**src/rtl/rx_fifo_channel.sv**
```systemverilog
// rx_fifo_channel: receive-side buffer between a VALID/READY bus and an
// upper module. First-word-fall-through FIFO with occupancy count,
// almost-full flag, synchronous flush and a wrapping accepted-beat counter.
// Every output is decoded from registered state only, so READY never
// depends combinationally on VALID, xDATA or rx_ready.
module rx_fifo_channel #(
    parameter int WIDTH    = 8,
    parameter int DEPTH    = 4,
    parameter int AF_LEVEL = DEPTH - 1
) (
    input  logic                   ACLK,
    input  logic                   ARESET,
    input  logic                   VALID,
    output logic                   READY,
    input  logic [WIDTH-1:0]       xDATA,
    output logic [WIDTH-1:0]       rx_data,
    output logic                   rx_valid,
    input  logic                   rx_ready,
    input  logic                   rx_flush,
    output logic [$clog2(DEPTH):0] rx_count,
    output logic                   rx_almost_full,
    output logic [15:0]            rx_beats
);

    localparam int PW = $clog2(DEPTH);
    localparam int CW = PW + 1;
    localparam logic [CW-1:0] DEPTH_C = CW'(DEPTH);
    localparam logic [CW-1:0] AF_C    = CW'(AF_LEVEL);

    // Storage is not reset: contents are only observable through rx_data
    // while rx_valid=1, and every readable entry has been written first.
    logic [WIDTH-1:0] mem_q [DEPTH];

    logic [PW-1:0] wr_ptr_q, wr_ptr_d;
    logic [PW-1:0] rd_ptr_q, rd_ptr_d;
    logic [CW-1:0] count_q,  count_d;
    logic [15:0]   beats_q,  beats_d;
    // Held low through reset so READY stays 0 until the first edge after release.
    logic          live_q,   live_d;

    logic push_s;
    logic pop_s;
    logic mem_we_s;

    // Handshake decode and output decode, all from registered state.
    always_comb begin
        READY          = live_q && (count_q < DEPTH_C);
        rx_valid       = (count_q != {CW{1'b0}});
        rx_data        = mem_q[rd_ptr_q];
        rx_count       = count_q;
        rx_almost_full = (count_q >= AF_C);
        rx_beats       = beats_q;
        push_s         = VALID && READY;
        pop_s          = rx_valid && rx_ready;
        mem_we_s       = push_s && !rx_flush;
    end

    // Next-state: pointers and count follow push/pop unless a flush wipes
    // them; the beat counter still counts a beat accepted during a flush.
    always_comb begin
        wr_ptr_d = wr_ptr_q;
        rd_ptr_d = rd_ptr_q;
        count_d  = count_q;
        live_d   = 1'b1;
        if (push_s) begin
            beats_d = beats_q + 16'd1;
        end else begin
            beats_d = beats_q;
        end
        if (rx_flush) begin
            wr_ptr_d = {PW{1'b0}};
            rd_ptr_d = {PW{1'b0}};
            count_d  = {CW{1'b0}};
        end else begin
            // DEPTH is a power of two, so natural PW-bit overflow wraps DEPTH-1 -> 0.
            if (push_s) begin
                wr_ptr_d = wr_ptr_q + PW'(1);
            end else begin
                wr_ptr_d = wr_ptr_q;
            end
            if (pop_s) begin
                rd_ptr_d = rd_ptr_q + PW'(1);
            end else begin
                rd_ptr_d = rd_ptr_q;
            end
            case ({push_s, pop_s})
                2'b10:   count_d = count_q + CW'(1);
                2'b01:   count_d = count_q - CW'(1);
                default: count_d = count_q;
            endcase
        end
    end

    // Control state registers with asynchronous active-high reset.
    always_ff @(posedge ACLK or posedge ARESET) begin
        if (ARESET) begin
            wr_ptr_q <= {PW{1'b0}};
            rd_ptr_q <= {PW{1'b0}};
            count_q  <= {CW{1'b0}};
            beats_q  <= 16'd0;
            live_q   <= 1'b0;
        end else begin
            wr_ptr_q <= wr_ptr_d;
            rd_ptr_q <= rd_ptr_d;
            count_q  <= count_d;
            beats_q  <= beats_d;
            live_q   <= live_d;
        end
    end

    // Data storage write port; a flushed push is dropped.
    always_ff @(posedge ACLK) begin
        if (mem_we_s) begin
            mem_q[wr_ptr_q] <= xDATA;
        end
    end

endmodule

```
**config.mk**
```make
export PLATFORM = sky130hd
export DESIGN_NAME = rx_fifo_channel
export DESIGN_NICKNAME = d
export VERILOG_FILES = /design/src/rtl/rx_fifo_channel.sv
export SDC_FILE = /design/constraint.sdc
export NUM_CORES = 1
export LEC_CHECK = 0
export BUFFER_PORTS_ARGS = -buffer_cell sky130_fd_sc_hd__clkbuf_2
export CAP_MARGIN = 20
export CORE_MARGIN = 2
export CORE_UTILIZATION = 35
export CTS_CLUSTER_SIZE = 40
export DETAILED_ROUTE_END_ITERATION = 16
export HOLD_SLACK_MARGIN = 0.08
export PLACE_DENSITY = 0.62
export SLEW_MARGIN = 20
export SYNTH_ARGS = -nofsm -noshare
export SYNTH_HDL_FRONTEND = slang
export SYNTH_SLANG_ARGS = --single-unit
```
**constraint.sdc**
```tcl
create_clock -name ACLK -period 1.9 [get_ports ACLK]
set_input_delay 0 -clock ACLK [delete_from_list [all_inputs] [get_ports ACLK]]
set_output_delay 0 -clock ACLK [all_outputs]
set_load 0.05 [all_outputs]
```
# Yosys cells after proc, flatten, opt, wreduce, memory -nomap -nowiden

Memories as Yosys holds them, arrays and structs flattened.
Cells that the tools add are included.

Register bits after elaboration: 24
Word-level logic and storage cells: 32
Memories kept: 1
Bits in writable memories: 32

Multiplexer cells: 8
Equal/unequal tests: 2
Add/subtract/negate cells: 5
Order comparisons: 2
Reductions and logical operators: 9

Memories:

| name  | depth | width | rd ports | clocked after Yosys merged registers in | wr ports | RTL line | RTL |
|---|---|---|---|---|---|---|---|
| mem_q | 4     | 8     | 1        | 0                                       | 1        | 32       | `logic [WIDTH-1:0] mem_q [DEPTH];` |

Operator list:

| cell                  | number |
|---|---|
| $add 16x1->16 const B | 1 |
| $mux 2                | 4 |
| $pmux 3 s2            | 1 |
| $reduce_bool 3->1     | 2 |
| $add 2x1->2 const B   | 2 |
| $logic_and 1x1->1     | 4 |
| $reduce_bool 2->1     | 2 |
| $add 3x1->3 const B   | 1 |
| $ge 3x2->1 const B    | 1 |
| $lt 3x3->1 const B    | 1 |
| $mux 3                | 1 |
| $sub 3x1->3 const B   | 1 |
| $eq 2x1->1 const B    | 1 |
| $eq 2x2->1 const B    | 1 |
| $mux 1                | 2 |
| $logic_not 1->1       | 1 |

# Longest topological paths before layout

Gate-level depths: netlist of the first run.

Word-level depth: 6
Depth in mapped cells: 8
Mapped depth without buffers: 6

# Least setup slack after synthesis of the first run

Ideal clock, no wire load.

Path type: reg2reg
From: register count_q[2], in the netlist rx_count[2]
To: register count_q[2], in the netlist rx_count[2]
Clock period less this slack: 2.178 ns
Data required time: 1.770 ns
Data arrival time: 2.048 ns
Cell stages (with the launch flop): 9
Path slack: -0.278 ns
Path through: dfrtp_1 -> buf_6 -> and3b_1 -> buf_6 -> nor2_1 -> fa_1 -> a21o_1 -> a221oi_1 -> nor2_1

Longest elaborated chain between the ends: 6

Ends and longest elaborated chain:

| item                                            | RTL line | RTL |
|---|---|---|
| start, declared                                 | 36       | `logic [CW-1:0] count_q, count_d;` |
| start signal, assigned                          | 99       | `count_q <= {CW{1'b0}};` |
| start signal, assigned                          | 105      | `count_q <= count_d;` |
| $lt 3x3->1                                      | 47       | `READY = live_q && (count_q < DEPTH_C);` |
| $logic_and 1x1->1                               | 47       |  |
| $logic_and 1x1->1                               | 53       | `push_s = VALID && READY;` |
| $eq 2x1->1 / $eq 2x2->1 (equally long branches) | 86       | `case ({push_s, pop_s})` |
| $pmux 3 s2                                      | 86       |  |
| $mux 3                                          | 70       | `if (rx_flush) begin` |

Parallel ways exist; a longest one is shown, timed or not.
A chain may end at the register's enable or synchronous reset.

# Worst setup path in the final report of the first run

From: register count_q[0], in the netlist rx_count[0]
To: register count_q[2], in the netlist rx_count[2]

The elaborated chain is that of the path after synthesis.

==> results summary, run 1 <==
The run finished with clean final reports. The detail-routed net length per standard cell came out at 13.25 µm. Sequential cells account for 39.6% of the total power. The cell type group with the largest total delay on the critical path is compound AO/OA/AOI/OAI gates. The worst hold slack across all endpoints came out at 93.49 ps. Yosys mapped a number of flops with a built-in enable equal to 32. The count of nets left with antenna violations once routing finished came out at 0. The mean cell area of the mapped netlist is 15.60 µm².

The worst hold path begins at rx_ready. The share of power burned in the clock network came out at approximately 23%. The total overflow left after global routing is 0. The number of endpoints with negative hold slack in the final report was 0.

The first-iteration detailed-routing DRC count came out at around 70. The width of the die came out at a little under 90 µm. In this run the critical register-to-register path is captured at rx_count[2].

The time the worst path needs with I/O delays and setup is around 1800 ps. The internal cell power is ~2.5 mW. During placement, the flow inserted port buffers numbering 42.

Along the worst path, the maximum fanout reaches 7. The worst-case clock buffer depth came out at 2. The final layout contains routed wiring with a total length of around 3900 µm. Across the routed clock network, the largest skew measured is 9.118 ps. The largest single stage delay on the critical path is 480 ps. The post-placement cell count is 276. The dominant cell type by area after synthesis is sky130_fd_sc_hd__edfxtp_1.

At the end of routability-driven placement, the weighted congestion stood at roughly 0.73. The final period utilization is between 90% and 100%. The worst register-to-register path has a setup slack of approximately 130 ps. The via count of the first global-routing pass came out at 1442.

The maximum frequency from static timing analysis came out at 563.8 MHz. The critical path is of the register to register type. The number of storage elements in the synthesis netlist is 56. The first-pass GRT wire length came out at 6617 µm. The minimum setup slack after placement is ~120 ps.

The number of buffers and inverters on the critical path is 0. The number of cell rows is 30. The clock network latency to the later pin of the worst-skew pair came out at around 310 ps. The finished cells cover approximately 3000 µm². The number of iterations in the first detailed-routing pass came out at 4. The number of nets handed over by synthesis was around 170. The data arrival time at the worst-slack endpoint came out at 1970 ps. The worst hold path terminates at rd_ptr_q[1].

43 I/O pins were placed. Per report_power, the combinational group accounts for between 30% and 40% of the total. Entering global routing, the biggest net connects 19 pins. The switching power summed over all nets came out at around 1.6 mW. The post-CTS setup-driven buffer insertion count is 0.

The kind of path behind the tightest hold check is input port to register. The region available for standard cell placement spans roughly 6700 µm². The logic depth of the worst register-to-register path is 6. The critical path goes through o31ai_4 > nor2_1 > fa_2 > a21o_1 > a221oi_1 > nor2_1.

The initial antenna violation count came to 0. Yosys printed 0 warnings. The worst register-to-register path begins at rx_count[0]. The switching part of the total came out at 39.48%. The floorplan step defined a die boundary enclosing about 7500 µm². The worst setup path is launched from a register. Yosys mapped the design onto 34 distinct sky130hd cell types. The filler cells instantiated in the layout total 625. Among all flip-flop cells after synthesis, the most frequent one is sky130_fd_sc_hd__edfxtp_1. The clock-pin transition on the worst setup and hold timing paths came out at ~90 ps. The number of non-filler instances in the completed layout is between 200 and 300. The required time at the worst-slack endpoint is between 2000 and 2500 ps.

The worst-case vdd ir drop is between 1 and 1.5 mV. Measured along the y axis, the die boundary spans a little under 90 µm. The average vias per placed instance came out at between 4 and 5.

Summed over its instances, the top area cell type makes up 40.25% of the synthesized netlist area. After technology mapping, the gate count stands at approximately 150. The tree is rooted in a sky130_fd_sc_hd__clkbuf_8. The post-synthesis instance area is 2387 µm². The tree built by TritonCTS fans out to between 50 and 60 sinks.

The number of setup violations in the final report came out at 0. The worst hold path passes through 4 cells. The TritonCTS clock tree is yes. The number of violations of the max-capacitance limit came out at 0. The total via count after detailed routing is around 1400.

The placement-stage cell area came out at between 2000 and 3000 µm². The sequential cell area fraction in the yosys report is between 60% and 70%. The total half-perimeter wirelength after legalization and detailed placement came out at 2849 µm.

The worst-path cell with the longest stage delay is sky130_fd_sc_hd__dfrtp_2. CTS built an H-tree with a depth of 2. The post-route netlist has 36.28% of its cells at a drive strength greater than 1. After detailed routing, the number of remaining DRC violations is 0.

The final worst slack came out at 126.5 ps. The proportion of register bits with asynchronous set or reset after synthesis came out at between 40% and 50%. The worst setup path is captured at a register. The number of buffers added by the clock tree synthesis step came out at 5. The relative area change from synthesis to final layout is 24.06%. Once the floorplan was initialized, standard cells occupied ~36% of the core.

Setup repair after global routing left no endpoint under its margin. The leakage power is roughly 1.2 nW. The max-slew violation count came out at 0. The overall routing resource usage is between 10% and 20%.

The post-cts repair resize count came out at 0. For this run, the post-layout net count is approximately 230. The power per cell area is around 1400 nW/µm². The cell occurring most often along the worst timing path is sky130_fd_sc_hd__nor2_1. The antenna diode instance count came out at 0.

Sorting the synthesized cells by area gives the leading types as sky130_fd_sc_hd__edfxtp_1 40%, sky130_fd_sc_hd__dfrtp_1 25%, sky130_fd_sc_hd__mux4_2 7.5%.
worst max-delay path by stage:
stage / from / to / slack (ps) / cells past startpoint
floorplan: rx_count[2] / rx_count[2] / -130 / 8
global placement: rx_count[0] / rx_count[2] / 160 / 6
detailed placement: rx_count[0] / rx_count[2] / 120 / 6
CTS: rx_count[0] / rx_count[2] / 110 / 6
global route: rx_count[0] / rx_count[2] / 10 / 6
finish: rx_count[0] / rx_count[2] / 130 / 6
flip-flops by register name, indices dropped and copies added, names as in the netlist:
signal / flops
live_q: 1
mem_q: 32
rd_ptr_q: 2
rx_beats: 16
rx_count: 3
wr_ptr_q: 2
timing repair:
item / CTS / global route
hold buffers: 11 / 0
endpoints found under the setup margin: 0 / 0
endpoints found under the hold margin: 65 / 0
power groups by stage:
stage	registers [mW]	clock network [mW]	logic (mW)
after detailed placement	1.63	0	1.54
after CTS	1.61	0.934	1.56
after global placement	1.63	0	1.54
final	1.61	0.912	1.54
after global routing	1.63	0.984	1.64
after floorplan	1.86	0	0.989
placed cells by master (no fill, tap or decap), types with 2 or more instances in the layout:
cell	Yosys	routed
sky130_fd_sc_hd__nand2_1	11	11
sky130_fd_sc_hd__buf_4	0	6
sky130_fd_sc_hd__bufinv_16	0	2
sky130_fd_sc_hd__xor2_1	4	4
sky130_fd_sc_hd__edfxtp_1	32	32
sky130_fd_sc_hd__dlygate4sd3_1	0	11
sky130_fd_sc_hd__clkbuf_2	0	42
sky130_fd_sc_hd__inv_1	4	4
sky130_fd_sc_hd__nor3_2	2	2
sky130_fd_sc_hd__dfrtp_2	0	3
sky130_fd_sc_hd__nor2_1	10	10
sky130_fd_sc_hd__nand3_1	6	6
sky130_fd_sc_hd__and2_1	6	6
sky130_fd_sc_hd__nand4_1	5	5
sky130_fd_sc_hd__xnor2_1	14	14
sky130_fd_sc_hd__clkbuf_8	0	5
sky130_fd_sc_hd__mux4_2	8	8
sky130_fd_sc_hd__ha_1	5	5
sky130_fd_sc_hd__dfrtp_1	24	21
logic make-up (layout without fill, tap and decap cells):
kind of cell / Yosys count / in the layout / share of synthesized area [%]
compound gates: 5 / 5 / 2.149
xor+xnor: 19 / 19 / 7.285
fa+ha+maj: 6 / 6 / 3.459
buf+inv: 9 / 71 / 2.096
flops: 56 / 56 / 65.41
mux: 9 / 9 / 7.966
other cells: 1 / 1 / 0.1571
simple gates: 48 / 48 / 11.48
worst min-delay path, stage by stage:
cell and delay, ps:
sky130_fd_sc_hd__clkbuf_2 120, sky130_fd_sc_hd__nand3_1 100, sky130_fd_sc_hd__xor2_1 60, sky130_fd_sc_hd__nor2_1 80
cell usage after synthesis, types with 2 or more instances:
cell type                  number
sky130_fd_sc_hd__edfxtp_1      32
sky130_fd_sc_hd__dfrtp_1       24
sky130_fd_sc_hd__xnor2_1       14
sky130_fd_sc_hd__nand2_1       11
sky130_fd_sc_hd__nor2_1        10
sky130_fd_sc_hd__mux4_2         8
sky130_fd_sc_hd__and2_1         6
sky130_fd_sc_hd__nand3_1        6
sky130_fd_sc_hd__ha_1           5
sky130_fd_sc_hd__nand4_1        5
sky130_fd_sc_hd__inv_1          4
sky130_fd_sc_hd__xor2_1         4
sky130_fd_sc_hd__buf_6          2
sky130_fd_sc_hd__nor3_2         2
layout make-up:
type	count	area [µm²]	area share [%]
flip-flops and latches	56	1565	52.85
multi-input cells	88	778.2	26.28
well taps	80	100.1	3.380
clock inverters	3	68.82	2.324
repair buffers	59	365.4	12.34
clock buffers	5	68.82	2.324
inverters	4	15.01	0.5070
per-stage QoR:
step | utilization (%) | setup TNS [ps] | total power [mW]
after CTS | 44.33 | 0 | 4.102
final | 44.33 | 0 | 4.057
after floorplan | - | -130.8 | 2.848
after global routing | 44.33 | 0 | 4.254
after detailed placement | 40.62 | 0 | 3.172
after global placement | 40.62 | 0 | 3.161
layer usage:
metal  part of all wire [%]  wire length, µm  vias up  track usage [%]
li1                       -                -      669                -
met1                     47             1856      641            15.12
met2                     47             1831       37            18.46
met3                    5.0              195        5            3.810
met4                   0.69               27        0            2.983
met5                      0                0        -                0
Note: power is estimated with default switching activity, not from simulation.
==> run 2: changes to the inputs <==
PLACE_DENSITY = 0.6   (was 0.62)
SLEW_MARGIN = default   (was 20)
clock period = 2.02 ns   (was 1.9 ns; I/O delays follow)
==> run 2 against run 1 <==
Largest cell class unchanged. Combinational power is 9% lower. Largest power group unchanged. Setup slack better by 28 ps. Critical path type is now register to primary output. Die area stayed put.
==> results summary, run 2 (same netlist as run 1, synthesis figures left out) <==
The run finished with clean final reports. The leakage power was 1.205 nW (-2.0%). The via count of the first global-routing pass is 1342 (-6.9%). The number of non-filler instances in the completed layout is 293 (-0.68%). The max-slew violation count is 0 (unchanged). The total DRC errors in the routed layout is 0 (unchanged).

The power per cell area came out at 1257 nW/µm² (-8.3%). The number of buffers added by the clock tree synthesis step is 5 (unchanged). The average vias per placed instance is 4.720 (+3.0%).

The maximum fanout encountered on the critical timing path came out at 9 (+2). In the layout the commonest cells are 42 x sky130_fd_sc_hd__clkbuf_2, 32 x sky130_fd_sc_hd__edfxtp_1, 21 x sky130_fd_sc_hd__dfrtp_1. The overall routing resource usage came out at 11.03% (-0.47 points). The clock-pin transition on the worst setup and hold timing paths came out at 90 ps (about the same). The startpoint identified for the worst register-to-register timing path is rx_count[0]. In this run the most critical hold path is launched from rx_ready. The number of iterations in the first detailed-routing pass came out at 4 (unchanged). The clock network latency to the later pin of the worst-skew pair is 300 ps (about the same). The final period utilization is between 90% and 100%. Static timing analysis puts the maximum clock frequency at around 540 MHz.

The residual antenna-violating net count after detailed routing is 0 (unchanged). The number of cell rows is 30 (unchanged). The final core utilization came out at 43.76% (-0.56 points). The initial antenna violation count was 0 (unchanged). Traced cell by cell, the critical path runs through mux4_2 > clkbuf_2. The total via count after detailed routing was 1383 (+2.3%). The initial standard-cell utilization of the core is 35.73% (unchanged).

The relative slew slack is 58.14%. The total core area is 6681 µm² (unchanged). Setup repair after global routing left no endpoint under its margin. The number of setup violations in the final report came out at 0 (unchanged). The die footprint came to 7498 µm² (unchanged).

In this run the top signal layer used is met4. The first-pass GRT wire length was 6327 µm (-4.4%). The number of input and output port buffers inserted was 42 (unchanged). The CTS H-tree depth came out at 2 (unchanged). The data arrival time at the worst-slack endpoint is 1870 ps (-100 ps). The number of violations of the max-capacitance limit is 0 (unchanged). The flip-flop count of the largest register, all copies and words added was 32 (unchanged).

The commonest non-fill, non-tap cell in the layout is sky130_fd_sc_hd__clkbuf_2. The total overflow reported by the global router was 0 (unchanged). The worst setup path is launched from a register.

The worst-case vdd ir drop was 1.017 mV (-19%). The kind of path behind the tightest hold check is input port to register. The time the worst path needs with I/O delays and setup came out at about 1900 ps. The net total in the final layout came out at 231 (-0.86%).

The post-cts repair resize count is 0 (unchanged). The number of endpoints with negative hold slack in the final report came out at 0 (unchanged). The first-iteration detailed-routing DRC count came out at 50 (-31%). The required time at the worst-slack endpoint is 2020 ps (-70 ps). For the pin with the worst max-slew slack, the measured transition is approximately 630 ps. The fraction of layout instances using a drive strength above 1 is 35.68% (-0.60 points).

The routed length on met2 came to 1820 µm (-0.60%). The die height came out at 86.59 µm (unchanged). The critical path is of the register to primary output type. The placement-stage cell area came out at 2699 µm² (-0.55%).

The worst-case clock buffer depth came out at 2 (unchanged). The width of the die was 86.59 µm (unchanged). The met1 wire length was 1762 µm (-5.1%). The worst-path cell with the longest stage delay is sky130_fd_sc_hd__dfrtp_1. The sink count of the clock tree came out at 56 (unchanged). The top-level I/O count came out at 43 (unchanged).

The summed negative setup slack over all endpoints is 0 ps (unchanged). The register with the most flip-flops in the final layout is mem_q. The cell at the root of the clock tree is sky130_fd_sc_hd__clkbuf_8.

The wire length after detailed routing is 3796 µm (-2.9%). The clock tree skew after final layout came out at 7.565 ps (-1.553 ps). The detail-routed net length per standard cell is 12.96 µm (-2.3%).

The longest individual stage delay on the worst path is 720 ps (+240 ps). The last weighted congestion value of the routability-driven placer is 0.7435 (+2.0%). The post-CTS setup-driven buffer insertion count came out at 0 (unchanged). The antenna diode instance count is 0 (unchanged). The maximum number of pins on one net before global-route repair is 19 (unchanged).

The post-placement cell count is 274 (-0.72%). STA classifies the critical path endpoint as a primary output. TritonCTS built the clock tree.

The total half-perimeter wirelength after legalization and detailed placement is 2784 µm (-2.3%). The total chip power came to 3.674 mW (-9.4%). The relative area change from synthesis to final layout is 22.48%.

The detailed-routed wire length on met3 came out at 165 µm (-15%). The final instance area came out at 2924 µm² (-1.3%). The most critical setup path has its startpoint at rd_ptr_q[0].
run 2: changes by cell type in the layout (fill, tap and decap cells not counted):
cell	before	now
sky130_fd_sc_hd__bufinv_16	2	1
sky130_fd_sc_hd__clkinvlp_4	0	1
sky130_fd_sc_hd__buf_4	6	4
run 2: path summary, 6_finish.rpt:
check | to | slack (ps) | cells after the start
worst max register to register | rx_count[2] | 260 | 6
worst min register to register | rx_beats[15] | 500 | 1
worst max-delay path | rx_data[3] | 150 | 2
worst min-delay path | rd_ptr_q[1] | 80 | 4
max in group asynchronous | rx_beats[2] | 1170 | 4
min in group asynchronous | rx_beats[13] | 290 | 3
run 2: worst max-delay path: cells and delay by family (launching register included):
| kind | cells | cell delay, ps |
|---|---|---|
| muxes | 1 | 590 |
| DFF | 1 | 720 |
| buffers and inverters | 1 | 250 |
run 2: cell type report:
type | count | area [µm²]
Clock buffer | 5 | 68.82
Clock inverter | 3 | 46.29
Fill cell | 622 | 3757
Inverter | 4 | 15.01
Multi-Input combinational cell | 88 | 778.2
Sequential cell | 56 | 1565
Tap cell | 80 | 100.1
Timing Repair Buffer | 57 | 350.3
run 2: layer usage:
layer / track usage (%) / vias up
met1: 14.49 / 674
met4: 3.409 / 0
met2: 18.18 / 34
met3: 2.667 / 7
met5: 0 / -
li1: - / 668
run 2: per-stage QoR:
step	worst slack, ps	hold slack [ps]
after floorplan	-10.84	14.41
after global placement	287.9	105.7
after detailed placement	258.6	102.2
after CTS	113.1	81.04
after global routing	38.90	112.6
final	154.8	83.40
run 2: report_power, final:
| part | total [mW] | leakage (nW) | internal [mW] | switching, mW |
|---|---|---|---|---|
| sequential | 1.55 | 0.606 | 1.33 | 0.220 |
| combinational | 1.40 | 0.544 | 0.479 | 0.921 |
| clock | 0.724 | 0.0548 | 0.373 | 0.350 |
| total | 3.67 | 1.20 | 2.18 | 1.49 |
run 2: timing repair:
action                     CTS  global route
hold endpoints to repair    57             0
setup endpoints to repair    0             0
hold buffers                11             0
==> run 3: changes to the inputs <==
PLACE_DENSITY = 0.62   (was 0.6)
clock period = 1.7 ns   (was 2.02 ns; I/O delays follow)
==> run 3 against run 2 <==
Critical path depth is 4 higher. Setup slack worse by 150 ps. Global-route usage is 0.91 points higher. Clock skew is 0.79 ps lower. Core utilization is 1.9 points higher. Sequential cell count stayed put. Sequential power is 13% higher. First-iteration DRC count is 60% higher. Sequential share of layout area is 2.2 points lower. Highest routed layer unchanged. Cell area is 4.2% higher. Largest cell class unchanged.
==> results summary, run 3 (same netlist as run 1, synthesis figures left out) <==
The number of non-filler instances in the completed layout is 307 (+4.8%). The leakage power came to 1.278 nW (+6.1%). The placement-stage cell area is 2786 µm² (+3.2%). The worst-case clock buffer depth came out at 2 (unchanged).

The net total in the final layout is 245 (+6.1%). The wire length after detailed routing is 4152 µm (+9.4%). The worst setup path is captured at a register. The number of violations of the max-capacitance limit came out at 0 (unchanged). The clock tree skew after final layout is 6.775 ps (-0.7900 ps). The clock-pin transition on the worst setup and hold timing paths is 100 ps (about the same). The sink count of the clock tree came to 56 (unchanged). The switching part of the total is 41.25% (+0.65 points). The first-iteration detailed-routing DRC count is 80 (+60%). The combinational share of power was 44.9% (+6.8 points). The startpoint kind of the worst setup timing path is a register. The die height came to 86.59 µm (unchanged). The total core area came out at 6681 µm² (unchanged). The flip-flop count of the largest register, all copies and words added came out at 32 (unchanged). The commonest non-fill, non-tap cell in the layout is sky130_fd_sc_hd__clkbuf_2.

The number of iterations in the first detailed-routing pass is 4 (unchanged). From synthesis to final layout, the design area changed by 27.67%. The number of cell rows was 30 (unchanged). The total half-perimeter wirelength after legalization and detailed placement came out at 2815 µm (+1.1%). The die footprint came out at 7498 µm² (unchanged). The clock network latency to the later pin of the worst-skew pair is 310 ps (about the same). The total chip power came out at 4.491 mW (+22%). The internal cell power came to 2.639 mW (+21%). The total via count after detailed routing came out at 1437 (+3.9%). The final worst slack came to 4.868 ps (-149.9 ps). The final period utilization is 99.71%. The cell at the root of the clock tree is sky130_fd_sc_hd__clkbuf_8.

The kind of critical path is register to register. The average vias per placed instance came to 4.681 (-0.83%). The post-placement cell count was 282 (+2.9%). The total DRC errors in the routed layout is 0 (unchanged). The worst-case vdd ir drop came out at 1.161 mV (+14%). Setup repair after global routing could not meet its margin everywhere. The overall routing resource usage is 11.94% (+0.91 points). The worst hold slack across all endpoints is 94.77 ps (+11.37 ps). The initial antenna violation count was 0 (unchanged). The number of endpoints with negative hold slack in the final report came out at 0 (unchanged). The detail-routed net length per standard cell was 13.52 µm (+4.4%). The fraction of layout instances using a drive strength above 1 came out at 40.97% (+5.3 points). The minimum setup slack after placement is -25.84 ps (-284.4 ps). The summed negative setup slack over all endpoints came to 0 ps (unchanged). The first-pass GRT wire length was 6872 µm (+8.6%). The width of the die came out at 86.59 µm (unchanged).

The number of buffers added by the clock tree synthesis step is 5 (unchanged). The top-level I/O count came out at 43 (unchanged). The antenna diode instance count came to 0 (unchanged).

The max-slew violation count came out at 0 (unchanged). The time the worst path needs with I/O delays and setup came out at approximately 1700 ps. The maximum number of pins on one net before global-route repair is 25 (+6).

The setup slack of the worst register-to-register path came out at 5 ps (-260 ps). The initial standard-cell utilization of the core is 35.73% (unchanged). The maximum fanout encountered on the critical timing path was 3 (-6). The last weighted congestion value of the routability-driven placer came out at 0.7094 (-4.6%). mem_q holds more flip-flops than any other register. The share of power burned in registers is 39.0% (-3.2 points). The required time at the worst-slack endpoint is 1890 ps (-130 ps).

The share of power burned in the clock network is 16.1% (-3.6 points). The number of input and output port buffers inserted is 42 (unchanged). The maximum frequency from static timing analysis is 589.9 MHz. Leaving out fill and tap cells, the most frequent cells in the layout are 35 x sky130_fd_sc_hd__clkbuf_2, 32 x sky130_fd_sc_hd__edfxtp_1, 21 x sky130_fd_sc_hd__dfrtp_1. The final instance area is 3048 µm² (+4.2%). The total overflow reported by the global router came out at 0 (unchanged).

The final core utilization is 45.62% (+1.9 points). The power per cell area came to 1474 nW/µm² (+17%). The data arrival time at the worst-slack endpoint is 1890 ps (+20 ps). The worst hold path belongs to the class input port to register. The CTS H-tree depth is 2 (unchanged). The residual antenna-violating net count after detailed routing came out at 0 (unchanged). TritonCTS built the clock tree. The switching power summed over all nets came out at 1.852 mW (+24%).

The flow ran to the end, and the final reports show no timing, DRC or antenna violations. The via count of the first global-routing pass came out at 1473 (+9.8%). The number of setup violations in the final report is 0 (unchanged).
## run 3: path summary, 6_finish.rpt
path,from,end,cells after the start
max,rx_count[0],rx_count[2],6
min reg2reg,rx_beats[15],rx_beats[15],1
min in group asynchronous,ARESET,rx_beats[14],4
min,rx_ready,rd_ptr_q[1],4
max reg2reg,rx_count[0],rx_count[2],6
max in group asynchronous,ARESET,rx_count[0],4
## run 3: area by class of cell
class,instances,area (µm²)
tap,80,100.1
clock buffer,5,68.82
fill,625,3633
timing repair buffer,71,488.0
sequential,56,1565
inverter,4,15.01
clock inverter,3,21.27
multi-input combinational,88,789.5
## run 3: what timing repair did
item	4_1_cts	5_1_grt
gates resized for setup	4	6
endpoints found under the hold margin	65	0
hold buffers	11	0
pin swaps	1	1
setup buffers	4	2
setup endpoints to repair	3	42
gates cloned	0	0
## run 3: power groups by stage
stage | sequential, mW | clock (mW) | combinational (mW)
floorplan | 2.08 | 0 | 1.11
global placement | 1.78 | 0 | 1.85
detailed placement | 1.79 | 0 | 1.86
CTS | 1.76 | 0.762 | 2.00
global route | 1.78 | 0.811 | 2.15
finish | 1.75 | 0.725 | 2.01
## run 3: worst max-delay path, stage by stage, from the launching register on
cell and delay, ps:
sky130_fd_sc_hd__dfrtp_2 430, sky130_fd_sc_hd__o31ai_4 280, sky130_fd_sc_hd__nor2_2 60, sky130_fd_sc_hd__fa_2 360
sky130_fd_sc_hd__a21o_1 180, sky130_fd_sc_hd__a221oi_2 220, sky130_fd_sc_hd__nor2_1 50
## run 3: layer usage
metal | share of wire (%) | GRT usage, % | up-vias
li1 | - | - | 695
met1 | 46 | 15.16 | 699
met2 | 49 | 20.28 | 41
met3 | 4.9 | 3.714 | 2
met4 | 0.31 | 2.415 | 0
met5 | 0 | 0 | -
